===== src/rtl/rv32i_types.sv =====
// Shared mp3 types used by the memory-side cache arbiter.
package rv32i_types;

    typedef enum logic [1:0] {
        IDLE    = 2'd0,
        SERVE_I = 2'd1,
        SERVE_D = 2'd2
    } cache_arb_state_t;

    typedef enum logic {
        GNT_I = 1'b0,
        GNT_D = 1'b1
    } grant_t;

endpackage


===== src/rtl/cache_arbiter.sv =====
// Round-robin arbiter sharing one cacheline memory port between I-cache and D-cache.
// The winner's address/data/direction are latched for the whole transaction and the
// response is steered back to the granted requester only.
module cache_arbiter
    import rv32i_types::*;
#(
    parameter int unsigned ADDR_W = 32,
    parameter int unsigned LINE_W = 256
) (
    input  logic              clk,
    input  logic              rst,

    input  logic              i_read,
    input  logic [ADDR_W-1:0] i_address,
    output logic [LINE_W-1:0] i_rdata,
    output logic              i_resp,

    input  logic              d_read,
    input  logic              d_write,
    input  logic [ADDR_W-1:0] d_address,
    input  logic [LINE_W-1:0] d_wdata,
    output logic [LINE_W-1:0] d_rdata,
    output logic              d_resp,

    output logic              mem_read,
    output logic              mem_write,
    output logic [ADDR_W-1:0] mem_address,
    output logic [LINE_W-1:0] mem_wdata,
    input  logic [LINE_W-1:0] mem_rdata,
    input  logic              mem_resp
);

    cache_arb_state_t  state_q, state_d;
    grant_t            last_grant_q, last_grant_d;
    logic [ADDR_W-1:0] addr_q, addr_d;
    logic [LINE_W-1:0] wdata_q, wdata_d;
    logic              write_q, write_d;

    logic              d_pending;
    logic              pick_d;

    // State and transaction latches; reset abandons any in-flight transaction.
    always_ff @(posedge clk) begin
        if (rst) begin
            state_q      <= IDLE;
            last_grant_q <= GNT_I;
            addr_q       <= '0;
            wdata_q      <= '0;
            write_q      <= 1'b0;
        end else begin
            state_q      <= state_d;
            last_grant_q <= last_grant_d;
            addr_q       <= addr_d;
            wdata_q      <= wdata_d;
            write_q      <= write_d;
        end
    end

    // Next-state: grant only from IDLE, return to IDLE on the adaptor response.
    always_comb begin
        state_d      = state_q;
        last_grant_d = last_grant_q;
        addr_d       = addr_q;
        wdata_d      = wdata_q;
        write_d      = write_q;

        d_pending = d_read | d_write;
        // D wins when alone, or on a tie when I was granted last.
        pick_d    = d_pending & (~i_read | (last_grant_q == GNT_I));

        unique case (state_q)
            IDLE: begin
                if (i_read | d_pending) begin
                    if (pick_d) begin
                        state_d      = SERVE_D;
                        last_grant_d = GNT_D;
                        addr_d       = d_address;
                        wdata_d      = d_wdata;
                        // read+write together is illegal; treated as a write.
                        write_d      = d_write;
                    end else begin
                        state_d      = SERVE_I;
                        last_grant_d = GNT_I;
                        addr_d       = i_address;
                        write_d      = 1'b0;
                    end
                end
            end
            SERVE_I: begin
                if (mem_resp) state_d = IDLE;
            end
            SERVE_D: begin
                if (mem_resp) state_d = IDLE;
            end
            default: state_d = IDLE;
        endcase
    end

    // Outputs: memory side from latches only, response side gated by state and mem_resp.
    always_comb begin
        mem_read    = 1'b0;
        mem_write   = 1'b0;
        mem_address = addr_q;
        mem_wdata   = wdata_q;
        i_resp      = 1'b0;
        d_resp      = 1'b0;
        i_rdata     = '0;
        d_rdata     = '0;

        unique case (state_q)
            SERVE_I: begin
                mem_read = 1'b1;
                if (mem_resp) begin
                    i_resp  = 1'b1;
                    i_rdata = mem_rdata;
                end
            end
            SERVE_D: begin
                mem_read  = ~write_q;
                mem_write = write_q;
                if (mem_resp) begin
                    d_resp  = 1'b1;
                    d_rdata = mem_rdata;
                end
            end
            default: ;
        endcase
    end

endmodule


===== config.mk =====
export PLATFORM = sky130hd
export DESIGN_NAME = cache_arbiter
export DESIGN_NICKNAME = d
export VERILOG_FILES = /design/src/rtl/rv32i_types.sv /design/src/rtl/cache_arbiter.sv
export SDC_FILE = /design/constraint.sdc
export NUM_CORES = 1
export LEC_CHECK = 0
export CORE_AREA = 3 3 543 545
export CTS_BUF_LIST = sky130_fd_sc_hd__clkbuf_4 sky130_fd_sc_hd__clkbuf_8 sky130_fd_sc_hd__clkbuf_16
export CTS_CLUSTER_DIAMETER = 60
export DETAILED_ROUTE_END_ITERATION = 8
export DIE_AREA = 0 0 546 548
export GPL_TIMING_DRIVEN = 0
export PLACE_DENSITY_LB_ADDON = 0.08
export REMOVE_ABC_BUFFERS = 1
export SLEW_MARGIN = 30
export SYNTH_ARGS = -nofsm -noshare
export SYNTH_HDL_FRONTEND = slang
export SYNTH_SLANG_ARGS = --single-unit

===== constraint.sdc =====
create_clock -name clk -period 4.35 [get_ports clk]
set_clock_uncertainty 0.2 [all_clocks]
set_input_delay 0.87 -clock clk [delete_from_list [all_inputs] [get_ports clk]]
set_output_delay 0.87 -clock clk [all_outputs]
set_load 0.005 [all_outputs]

==> impl_metrics.py <==
metrics = {
    "detailed_routing": {
        "vias": 22465,
        "drtAntennaViolNets": 0,
        "drt_iter0_markers": 1108,
        "dr.pass1.iters": 5,
        "avgRoutedWirePerCell_um": 36.4,
        "routed_wl_mm": 266,
        "viasPerCell": 3.08,
        "drc_errors": 0,
    },
    "global_routing": {
        "grt_pass1_vias": 22623,
        "grt.total_usage": 0.170,
        "grt_antenna_before_repair": 189,
        "grt.overflow.total": 0,
        "grt_max_degree": 138,
        "grt_pass1_wl_mm": 321,
    },
    "hold_path": {
        "hold_path_class": "input port to flop",
        "min_path_cells": 2,
    },
    "synth": {
        "yosys_register_bits": 292,
        "yosys.cell_types.count": 29,
        "seq_area_frac_synth": 0.393,
        "synth_top_flop_cell": "dfxtp_1",
        "yosysWarnings": 0,
        "syn_area_mm2": 0.0149,
        "synth_edf_count": 0,
        "ys_async_sr_fraction": 0,
        "avgSynthCellArea_um2": 7.42,
        "synth_cells": 2003,
    },
    "clock_network": {
        "ctsLongestPathBuffers": 4,
        "cts_tree": "built",
        "clk_pin_slew_ns": 0.05,
        "htreeDepth": 3,
        "cts_buffers": 84,
        "hold_buffers": 0,
        "insertion_delay_ns": 0.69,
        "cts-root-buf": "clkbuf_16",
        "cts_sinks": 292,
    },
    "critical_path": {
        "cp.arrival_ns": 3.21,
        "setup.worst_path.start_class": "flop",
        "cp_max_fo": 42,
        "required_ns": 3.28,
        "path_class": "flop to output port",
        "worst_r2r_path_depth": 8,
        "crit_path_end_kind": "output port",
    },
    "place": {
        "dp_hpwl_mm": 229,
        "portBuffers": 1385,
        "globalplace.congestion": 0.929,
    },
    "die": {
        "pin_count": 1386,
        "die_y_um": 548,
        "rows": 198,
        "core_mm2": 0.291,
        "start_util": 0.0512,
        "die-area_mm2": 0.299,
        "die_w_um": 546,
    },
    "power": {
        "cell_internal_pwr_mw": 10.1,
        "ir_drop_uv": 268,
        "power_density_mw_per_mm2": 417,
        "p_clk_frac": 0.427,
        "switching_share": 0.355,
        "combinationalPowerShare": 0.363,
        "power_mw": 15.7,
        "power.leakage_nw": 14.3,
        "p_switching_mw": 5.56,
        "p_seq_frac": 0.210,
    },
    "timing": {
        "hold_viol_final": 0,
        "slew_viol_final": 0,
        "max_freq_mhz": 234,
        "setup_viol": 0,
        "maxSlewHeadroom": 0.377,
        "holdWs_ns": 0.229,
        "period_minus_slack_ns": 4.28,
        "worst-slew-pin-transition_ns": 0.932,
        "fin_crit_sh": 0.983,
        "rsz0062_at_grt": "no",
    },
    "run": {
        "drv_cap": 0,
    },
    "finish": {
        "drive_gt1_frac": 0.0734,
        "synthToLayoutAreaGrowth_pct": 153,
        "final_nets": 3865,
        "final.fill_count": 33276,
    },
    "run_status": {
        "status": "finished, final reports clean",
    },
}
[sequential cells by signal, summed over array words and instances (netlist names)]
register      flops
mem_address      32
mem_wdata       256
last_grant_q      1
state_q           2
write_q           1
[worst paths after layout]
path	startpoint	to	slack (ns)
setup / recovery	state_q[0]	d_rdata[54]	0.07
hold / removal	rst	mem_wdata[25]	0.23
setup reg to reg	state_q[0]	mem_wdata[243]	1.40
hold reg to reg	mem_wdata[205]	mem_wdata[205]	0.27
[placed cells by master, fill, tap and decap left out, drive strengths merged, types with 2 or more instances in the layout]
| master | netlist | routed |
|---|---|---|
| a311oi | 32 | 32 |
| nand2b | 4 | 4 |
| clkdlybuf4s50 | 0 | 1355 |
| and3 | 512 | 512 |
| nand2 | 65 | 65 |
| and2 | 3 | 3 |
| dlygate4sd2 | 0 | 14 |
| diode | 0 | 51 |
| nand3 | 256 | 256 |
| o32ai | 2 | 2 |
| dfxtp | 292 | 292 |
| buf | 56 | 82 |
| inv | 3 | 4 |
| bufinv | 0 | 10 |
| ha | 4 | 4 |
| nor2 | 34 | 34 |
| dlymetal6s2s | 0 | 5 |
| clkinvlp | 0 | 3 |
| a21oi | 256 | 256 |
| clkinv | 0 | 15 |
| clkdlybuf4s15 | 0 | 7 |
| o21ai | 256 | 256 |
| clkbuf | 218 | 119 |
[power groups by stage]
stage | registers [mW] | logic [mW] | clock network [mW]
detailed placement | 3.33 | 5.89 | 0
floorplan | 3.34 | 1.41 | 0
global route | 3.34 | 6.11 | 7.12
global placement | 3.23 | 4.89 | 0
CTS | 3.29 | 5.92 | 7.06
finish | 3.29 | 5.69 | 6.69
[critical path, stage by stage (launching register included)]
cell	delay [ns]
dfxtp_1	0.34
inv_1	0.18
ha_4	0.20
buf_12	0.20
buf_12	0.25
buf_12	0.28
and3_1	0.20
clkdlybuf4s50_1	0.75
[synthesized netlist by cell type (all sizes together) (2+ instances only)]
library cell,n,area share
and3,512,0.22
dfxtp,292,0.39
a21oi,256,0.086
nand3,256,0.086
o21ai,256,0.086
clkbuf,218,0.055
nand2,65,0.016
buf,56,0.020
nor2,34,0.0086
a311oi,32,0.019
ha,4,0.0034
nand2b,4,0.0017
and2,3,0.0013
inv,3,0.00076
o32ai,2,0.0012
[routing by layer]
| layer | wire length, um | vias up | part of all wire | global-route usage |
|---|---|---|---|---|
| met2 | 127000 | 1217 | 0.48 | 0.291 |
| li1 | - | 9885 | - | - |
| met4 | 9750 | 100 | 0.037 | 0.0516 |
| met3 | 28700 | 388 | 0.11 | 0.0808 |
| met5 | 692 | - | 0.0026 | 0 |
| met1 | 99300 | 10875 | 0.37 | 0.184 |
[what timing repair did]
item	CTS	global route
resized for setup	36	5
cloned	0	1
pin swaps	1	0
endpoints found under the setup margin	207	7
setup buffers	4	0
hold endpoints to repair	0	0
[metrics by stage]
step | util | instance area (um2) | std cells | setup TNS, ns | setup slack, ns
global route | 0.129 | 37400 | 7245 | 0 | 0.0000191
finish | 0.129 | 37500 | 7291 | 0 | 0.0746
floorplan | - | 13700 | 1729 | -1684.15 | -5.10
CTS | 0.129 | 37400 | 7239 | 0 | 0.0192
global placement | 0.112 | 32500 | 7014 | - | -26.15
detailed placement | 0.118 | 34400 | 7088 | -0.102 | -0.0537
[cell type report]
cell class	count	area, um2	share of cell area
flip-flops and latches	292	5850	0.156
multi-input cells	1434	7960	0.212
diodes	51	128	0.00340
repair buffers	1464	15800	0.420
well taps	3900	4880	0.130
clock buffers	118	2510	0.0669
clock inverters	29	433	0.0115
inverters	3	18.8	0.000500
[logic make-up after synthesis]
group,after synthesis,synth area share
simple gates,876,0.330
compound gates,554,0.197
flops,292,0.393
buf+inv,277,0.0758
fa+ha+maj,4,0.00337
No activity file was read; power rests on OpenSTA's default activity.
